**src/rtl/instruction_loader_if.sv**
```systemverilog
`timescale 1ns/1ps
// Byte-stream input and instruction-memory write port of the program loader.
interface instruction_loader_if #(
  parameter int SIZE       = 32,
  parameter int ADDR_WIDTH = 6
);
  logic [7:0]            i_rx_data;
  logic                  i_rx_valid;
  logic                  o_inst_write_enable;
  logic [ADDR_WIDTH-1:0] o_write_addr;
  logic [SIZE-1:0]       o_write_data;
  logic                  o_loading;
  logic                  o_done;
  logic                  o_error;

  modport slave (
    input  i_rx_data, i_rx_valid,
    output o_inst_write_enable, o_write_addr, o_write_data, o_loading, o_done, o_error
  );

  modport master (
    output i_rx_data, i_rx_valid,
    input  o_inst_write_enable, o_write_addr, o_write_data, o_loading, o_done, o_error
  );
endinterface

```
**src/rtl/instruction_loader.sv**
```systemverilog
`timescale 1ns/1ps
// Parses "CMD_LOAD, N, 4*N bytes" from the receiver and writes big-endian words to
// instruction memory from address 0; no backpressure, one byte per cycle, all outputs registered.
module instruction_loader #(
  parameter int         SIZE            = 32,
  parameter int         MAX_INSTRUCTION = 64,
  parameter logic [7:0] CMD_LOAD        = 8'h01
) (
  input  logic                i_clk,
  input  logic                i_rst,
  instruction_loader_if.slave bus
);
  localparam int ADDR_WIDTH = $clog2(MAX_INSTRUCTION);
  localparam logic [ADDR_WIDTH:0]   WORD_ONE = 1;
  localparam logic [ADDR_WIDTH-1:0] ADDR_ONE = 1;

  typedef enum logic [1:0] {IDLE, COUNT, BYTES, DONE} state_t;

  state_t                r_state,   w_state_nxt;
  logic [SIZE-9:0]       r_sr,      w_sr_nxt;
  logic [1:0]            r_bcnt,    w_bcnt_nxt;
  logic [ADDR_WIDTH-1:0] r_addr,    w_addr_nxt;
  logic [ADDR_WIDTH:0]   r_words,   w_words_nxt;
  logic                  r_we,      w_we_nxt;
  logic [ADDR_WIDTH-1:0] r_waddr,   w_waddr_nxt;
  logic [SIZE-1:0]       r_wdata,   w_wdata_nxt;
  logic                  r_loading, w_loading_nxt;
  logic                  r_done,    w_done_nxt;
  logic                  r_error,   w_error_nxt;

  always_ff @(posedge i_clk or negedge i_rst) begin
    if (!i_rst) begin
      r_state   <= IDLE;
      r_sr      <= '0;
      r_bcnt    <= '0;
      r_addr    <= '0;
      r_words   <= '0;
      r_we      <= 1'b0;
      r_waddr   <= '0;
      r_wdata   <= '0;
      r_loading <= 1'b0;
      r_done    <= 1'b0;
      r_error   <= 1'b0;
    end else begin
      r_state   <= w_state_nxt;
      r_sr      <= w_sr_nxt;
      r_bcnt    <= w_bcnt_nxt;
      r_addr    <= w_addr_nxt;
      r_words   <= w_words_nxt;
      r_we      <= w_we_nxt;
      r_waddr   <= w_waddr_nxt;
      r_wdata   <= w_wdata_nxt;
      r_loading <= w_loading_nxt;
      r_done    <= w_done_nxt;
      r_error   <= w_error_nxt;
    end
  end

  always_comb begin
    w_state_nxt   = r_state;
    w_sr_nxt      = r_sr;
    w_bcnt_nxt    = r_bcnt;
    w_addr_nxt    = r_addr;
    w_words_nxt   = r_words;
    w_we_nxt      = 1'b0;
    w_waddr_nxt   = r_waddr;
    w_wdata_nxt   = r_wdata;
    w_loading_nxt = r_loading;
    w_done_nxt    = 1'b0;
    w_error_nxt   = 1'b0;
    case (r_state)
      IDLE: begin
        if (bus.i_rx_valid && bus.i_rx_data == CMD_LOAD) begin
          w_state_nxt   = COUNT;
          w_loading_nxt = 1'b1;
        end
      end
      COUNT: begin
        if (bus.i_rx_valid) begin
          if (bus.i_rx_data == 8'h00 || int'(bus.i_rx_data) > MAX_INSTRUCTION) begin
            w_error_nxt   = 1'b1;
            w_loading_nxt = 1'b0;
            w_state_nxt   = IDLE;
          end else begin
            w_words_nxt = (ADDR_WIDTH+1)'(bus.i_rx_data);
            w_addr_nxt  = '0;
            w_bcnt_nxt  = '0;
            w_state_nxt = BYTES;
          end
        end
      end
      BYTES: begin
        if (bus.i_rx_valid) begin
          w_sr_nxt   = {r_sr[SIZE-17:0], bus.i_rx_data};
          w_bcnt_nxt = r_bcnt + 2'd1;
          if (r_bcnt == 2'd3) begin
            w_wdata_nxt = {r_sr, bus.i_rx_data};
            w_waddr_nxt = r_addr;
            w_we_nxt    = 1'b1;
            w_addr_nxt  = r_addr + ADDR_ONE;
            w_words_nxt = r_words - WORD_ONE;
            // Loading stays high through the final strobe; DONE drops it a cycle later.
            if (r_words == WORD_ONE) w_state_nxt = DONE;
          end
        end
      end
      DONE: begin
        w_done_nxt    = 1'b1;
        w_loading_nxt = 1'b0;
        w_state_nxt   = IDLE;
      end
      default: w_state_nxt = IDLE;
    endcase
  end

  assign bus.o_inst_write_enable = r_we;
  assign bus.o_write_addr        = r_waddr;
  assign bus.o_write_data        = r_wdata;
  assign bus.o_loading           = r_loading;
  assign bus.o_done              = r_done;
  assign bus.o_error             = r_error;
endmodule
```
**src/flat_wrapper.sv**
```systemverilog
// flat-port wrapper written by rule: the top's interface ports become plain ports
module instruction_loader_flat 
#(
  parameter int         SIZE            = 32,
  parameter int         MAX_INSTRUCTION = 64,
  parameter logic [7:0] CMD_LOAD        = 8'h01
)
  (i_clk, i_rst, bus_i_rx_data, bus_i_rx_valid, bus_o_inst_write_enable, bus_o_write_addr, bus_o_write_data, bus_o_loading, bus_o_done, bus_o_error);
  instruction_loader_if #(.SIZE(SIZE)) bus_i ();
  input  logic i_clk;
  input  logic i_rst;
  input wire logic [$bits(bus_i.i_rx_data)-1:0] bus_i_rx_data;
  input wire logic [$bits(bus_i.i_rx_valid)-1:0] bus_i_rx_valid;
  output wire logic [$bits(bus_i.o_inst_write_enable)-1:0] bus_o_inst_write_enable;
  output wire logic [$bits(bus_i.o_write_addr)-1:0] bus_o_write_addr;
  output wire logic [$bits(bus_i.o_write_data)-1:0] bus_o_write_data;
  output wire logic [$bits(bus_i.o_loading)-1:0] bus_o_loading;
  output wire logic [$bits(bus_i.o_done)-1:0] bus_o_done;
  output wire logic [$bits(bus_i.o_error)-1:0] bus_o_error;
  assign bus_i.i_rx_data = bus_i_rx_data;
  assign bus_i.i_rx_valid = bus_i_rx_valid;
  assign bus_o_inst_write_enable = bus_i.o_inst_write_enable;
  assign bus_o_write_addr = bus_i.o_write_addr;
  assign bus_o_write_data = bus_i.o_write_data;
  assign bus_o_loading = bus_i.o_loading;
  assign bus_o_done = bus_i.o_done;
  assign bus_o_error = bus_i.o_error;
  instruction_loader #(.SIZE(SIZE), .MAX_INSTRUCTION(MAX_INSTRUCTION), .CMD_LOAD(CMD_LOAD)) u_core (.i_clk(i_clk), .i_rst(i_rst), .bus(bus_i));
endmodule
```
**config.mk**
```make
export PLATFORM = sky130hd
export DESIGN_NAME = instruction_loader_flat
export DESIGN_NICKNAME = d
export VERILOG_FILES = /design/src/rtl/instruction_loader_if.sv /design/src/rtl/instruction_loader.sv /design/src/flat_wrapper.sv
export SDC_FILE = /design/constraint.sdc
export NUM_CORES = 1
export LEC_CHECK = 0
export BUFFER_PORTS_ARGS = -buffer_cell sky130_fd_sc_hd__buf_4
export CORE_MARGIN = 3
export CORE_UTILIZATION = 45
export CTS_BUF_LIST = sky130_fd_sc_hd__clkbuf_8 sky130_fd_sc_hd__clkbuf_16
export CTS_CLUSTER_SIZE = 28
export DETAILED_ROUTE_END_ITERATION = 8
export PLACE_DENSITY = 0.68
export SKIP_CTS_REPAIR_TIMING = 1
export SLEW_MARGIN = 10
export SYNTH_ARGS = -nofsm -noshare
export SYNTH_HDL_FRONTEND = slang
export SYNTH_SLANG_ARGS = --single-unit
export TNS_END_PERCENT = 20
```
**constraint.sdc**
```tcl
create_clock -name i_clk -period 1.45 [get_ports i_clk]
set_input_delay 0.145 -clock i_clk [delete_from_list [all_inputs] [get_ports i_clk]]
set_output_delay 0.145 -clock i_clk [all_outputs]
set_load 0.02 [all_outputs]
```
; Word-level counts from Yosys, hierarchy flattened
; Index checks and enable logic that the tools add are counted.
[totals]
reg_bits = 83
elab_cells = 72
input_bits = 11
out_inout_bits = 42
[classes]
n_eq_ne = 13
n_reduce_logical = 12
muxes = 32
n_lt_le_gt_ge = 1
addsub = 3
[ops]
columns = op, n
row1 = 2-to-1 mux 7 bit, 4
row2 = 2-to-1 mux 6 bit, 4
row3 = 2-to-1 mux 2 bit, 9
row4 = one-hot mux 7 bit (2 select lines), 1
row5 = one-hot mux 6 bit (2 select lines), 1
row6 = 2-to-1 mux 1 bit, 10
row7 = AND reduction 5 bit, 2
row8 = "== test 8 x 1 -> 1 bit, second input constant", 1
row9 = "> comparator 8 x 7 -> 1 bit, second input constant", 1
row10 = zero test 8 bit, 1
row11 = "inequality test 2 x 1 -> 1 bit, second input constant", 4
row12 = one-hot mux 2 bit (4 select lines), 1
row13 = AND reduction 4 bit, 2
row14 = "== test 7 x 1 -> 1 bit, second input constant", 1
row15 = "subtractor 7 x 1 -> 7 bit, second input constant", 1
row16 = "adder 6 x 1 -> 6 bit, second input constant", 1
row17 = "== test 2 bit, second input constant", 3
row18 = "inequality test 2 bit, second input constant", 3
row19 = one-hot mux 2 bit (2 select lines), 1
row20 = one-hot mux 1 bit (3 select lines), 1
row21 = AND reduction 3 bit, 1
row22 = nonzero test 3 bit, 1
row23 = "adder 2 x 1 -> 2 bit, second input constant", 1
row24 = "== test 2 x 1 -> 1 bit, second input constant", 1
row25 = 5 further kinds, 5

; Longest topological paths before layout
[logic_depth]
depth_word = 5
mapped_depth = 8
ltp_nobuf = 7

; Least setup slack after synthesis
; Ideal clock, no wire load.
[synth_path]
path_type = register -> register
start = register u_core.r_state[0]
end = register u_core.r_addr[5]
t_required_ns = 1.322
path_buffers = 2
stages_incl_launch_ff = 8
period_less_slack_ns = 1.601
setup_ns = 0.128
setup_slack_ns = -0.151
t_arrival_ns = 1.473
cell_sequence = dfrtp_1 -> nand2b_1 -> buf_2 -> o21ai_0 -> o311ai_4 -> buf_6 -> o21ai_0 -> o31ai_1
[synth_via]
elab_chain_len = 3
elab_cells_between_ends = 9
cone_classes = eq/ne (6) / mux (1) / reduce/logical (2)
[synth_rtl]
columns = element, line_no
row1 = from (decl), instruction_loader.sv:19  ; state_t r_state, w_state_nxt;
row2 = from (signal assigned), instruction_loader.sv:45  ; r_state <= w_state_nxt;
row3 = == test 2 bit / == test 2 x 1 -> 1 bit (equally long branches), instruction_loader.sv:71  ; case (r_state)
row4 = "inequality test 2 x 1 -> 1 bit (no source line), or another cell as far along", n/a
row5 = AND reduction 5 bit (no source line), n/a
row6 = to (signal assigned), instruction_loader.sv:48  ; r_addr <= w_addr_nxt;
row7 = to (decl), instruction_loader.sv:22  ; logic [ADDR_WIDTH-1:0] r_addr, w_addr_nxt;
; Parallel ways exist; a longest one is shown, timed or not.
; A chain may end at the register's enable or synchronous reset.

==> run metrics <==
status=complete, no violations; die height=between 90 and 100 microns; Port Buf Inserts=52; FMAX=708 MHz; placed cells=521; post-route insts no fill=541; #FFs+latches synth=83; number of fill cells=between 600 and 700; most common cell after layout, fill and taps aside=nand2_1; Iter 0 DRT Violations=approximately 130; Antenna Violating Nets Remaining=0; largest fanout on the critical path=12; gr usage total=19.1%; initial antenna violation count=0; worst stage delay on the critical path=0.44 ns; # IOs=53; Worst EP required=1.69 ns; Layout Nets=approximately 450; relative slew slack=70.5%; FF-to-FF path depth=5; EDFF count, synth=0; Final Cycle Share=97.4%; Netlist cell types=42; Worst setup EP type=flip-flop; XOR/XNOR Fraction of Synth Area=0.254%; Max-Cap Viols=0; syn_area_per_cell=9.87 sq um; CTS tree=done; share of synthesized cell area in full adder, half adder and majority cells=1.45%; H-tree depth=3; Static Leak=2.40 nW; Die ar.=just under 9000 sq um; HP Class=input pin to flip-flop; TritonCTS sink count=83; CTS clk-pin slew, worst paths=0.08 ns; Startpoint Class=flip-flop; Pre-antenna DRT Iters=4; WL final=7.67 mm; row cnt=31; GR Overflow Total=0; measured slew at the worst slew-check pin=approximately 0.44 ns; global-route wire length before repair=12.9 mm; Synth Flop Type=dfrtp_1; worst vdd ir=0.737 mV; layout cells sized above 1=31.9%; Post-DP HPWL=5.37 mm; RR Endpoint=u_core.r_words[4]; final setup violation count=0; Synth Area in Compound Gates=7.16%; Multi-input gate area=1330 sq um; reg2reg setup slack=approximately 0.038 ns; Core Region=7330 sq um; minimum clock period=between 1 and 1.5 ns; antenna cell count=0; most frequent cells in the layout=nand2_1 (144), buf_4 (86), dfrtp_1 (83), mux2_2 (16), nor2_1 (16); worst-skew pair later-pin latency=0.35 ns; Vias/cell=4.98; largest net degree at the start of global routing=32; Initial Util=47.0%; post-synthesis sequential area ratio=between 60% and 70%; Synth Instances=between 300 and 400; FF+latch area=a little over 2000 sq um; Netlist Area Pre-Place=3440 sq um; CP top delay family=compound AO/OA/AOI/OAI gates; yosys warns=0; Slew Limit Fails=0; Die X=93.5 microns; CP endpoint=u_core.r_words[4]; PD cells=about 1700 nW/um^2; Worst path depth=5; ys async rst share=100%; clk root buf=clkbuf_8; Critical Path, Cell by Cell=nand2b_4 > o311ai_4 > buf_6 > a21oi_1 > o22a_1; Slowest cell on crit path=dfrtp_1; number of CTS-inserted buffers=9; RSZ-0062 raised after global routing=yes; critical path class=flip-flop to flip-flop; syn_nets=364; largest family of logic cells by synthesized area=simple AND/OR/NAND/NOR gates; vias in the first global route=2605; CTS Buffer Depth=2; Synth Area in Simple Gates=a little under a quarter; mux share of post-synthesis cell area=5.23%; Final TNS setup=0 ns; Layout Area Growth over Synthesis=31.0%; arrival time at the worst endpoint=1.65 ns; gpl congestion=0.863; total number of vias=2693; Clock Skew=0.0145 ns; # DRC=0; final hold vios=0; crit path buf inv count=1; post-layout util=61.5%; WL/cell=14.2 microns
-- worst min-delay path, stage by stage --
cell     delay [ns]
buf_4          0.14
nand2_1        0.06
nand2_1        0.04
-- registers in the layout, summed over array words and instances (netlist names), named ones only --
name / flops
u_core.r_sr: 24
u_core.bus.o_loading: 1
u_core.bus.o_write_data: 32
u_core.bus.o_error: 1
u_core.r_bcnt: 2
u_core.bus.o_write_addr: 6
u_core.bus.o_inst_write_enable: 1
u_core.r_words: 7
u_core.r_state: 1
u_core.bus.o_done: 1
u_core.r_addr: 6
-- layout make-up --
type / instances / area share, %
inverters: 6 / 0.555
well taps: 99 / 2.75
repair buffers: 92 / 16.4
clock buffers: 9 / 2.75
clock inverters: 6 / 2.00
flip-flops and latches: 83 / 46.0
multi-input cells: 246 / 29.6
-- how the worst min path moves through the flow --
stage	startpoint	end	slack [ns]	cells after the start
after detailed placement	i_rst	u_core.bus.o_write_addr[3]	0.12	1
final	bus_i_rx_data[6]	u_core.r_sr[6]	0.08	3
after floorplan	i_rst	async pin	-0.15	0
after global routing	bus_i_rx_data[6]	u_core.r_sr[6]	0.07	3
after CTS	i_rst	u_core.bus.o_write_addr[1]	-0.26	1
after global placement	i_rst	u_core.bus.o_write_addr[3]	0.12	1
-- per-stage QoR --
| step | cell area (sq um) | hold slack, ns | power (mW) | setup slack (ns) |
|---|---|---|---|---|
| after floorplan | 3470 | -0.151 | 4.74 | -0.0282 |
| after global placement | 4200 | 0.119 | 5.67 | -0.139 |
| after detailed placement | 4200 | 0.121 | 5.77 | -0.183 |
| after CTS | 4420 | -0.261 | 7.56 | -0.0615 |
| after global routing | 4510 | 0.0687 | 8.09 | -0.0391 |
| final | 4510 | 0.0801 | 7.60 | 0.0376 |
-- power by group --
part           switching (mW)  total (mW)  leakage (nW)  internal, mW
registers               0.485        3.53          1.10          3.04
clock network           0.831        1.80         0.106         0.966
logic                    1.20        2.27          1.20          1.07
total                    2.51        7.60          2.40          5.08
-- cell families after synthesis --
kind of cell / Yosys count
and+or+nand+nor: 188
DFF: 83
AOI/OAI and AO/OA: 36
buffers and inverters: 21
muxes: 16
adders and majority gates: 4
xor gates and xnor gates: 1
-- cells in the mapped netlist (2+ instances only) --
cell type  instances  area [sq um]
a21oi_1            8          40.0
a22oi_1            2          15.0
and2_1             2          12.5
and3_1             2          12.5
buf_2              6          30.0
clkbuf_1           6          22.5
dfrtp_1           83          2080
ha_1               4          50.1
inv_1              5          18.8
mux2_2            16           180
nand2_1          146           548
nand2b_1           3          18.8
nand3_1            3          15.0
nor2_1            17          63.8
nor3_1             5          25.0
nor3b_1            2          15.0
o21ai_0           13          65.1
o22a_1             2          17.5
-- layer usage --
metal | vias to the layer above | share of wire [%] | global-route usage (%)
met5 | - | 0 | 0
met4 | 0 | 0.91 | 4.76
met3 | 5 | 4.3 | 5.47
met2 | 56 | 46 | 29.3
met1 | 1311 | 49 | 26.7
li1 | 1321 | - | -
Power figures use the tool's default switching activity.
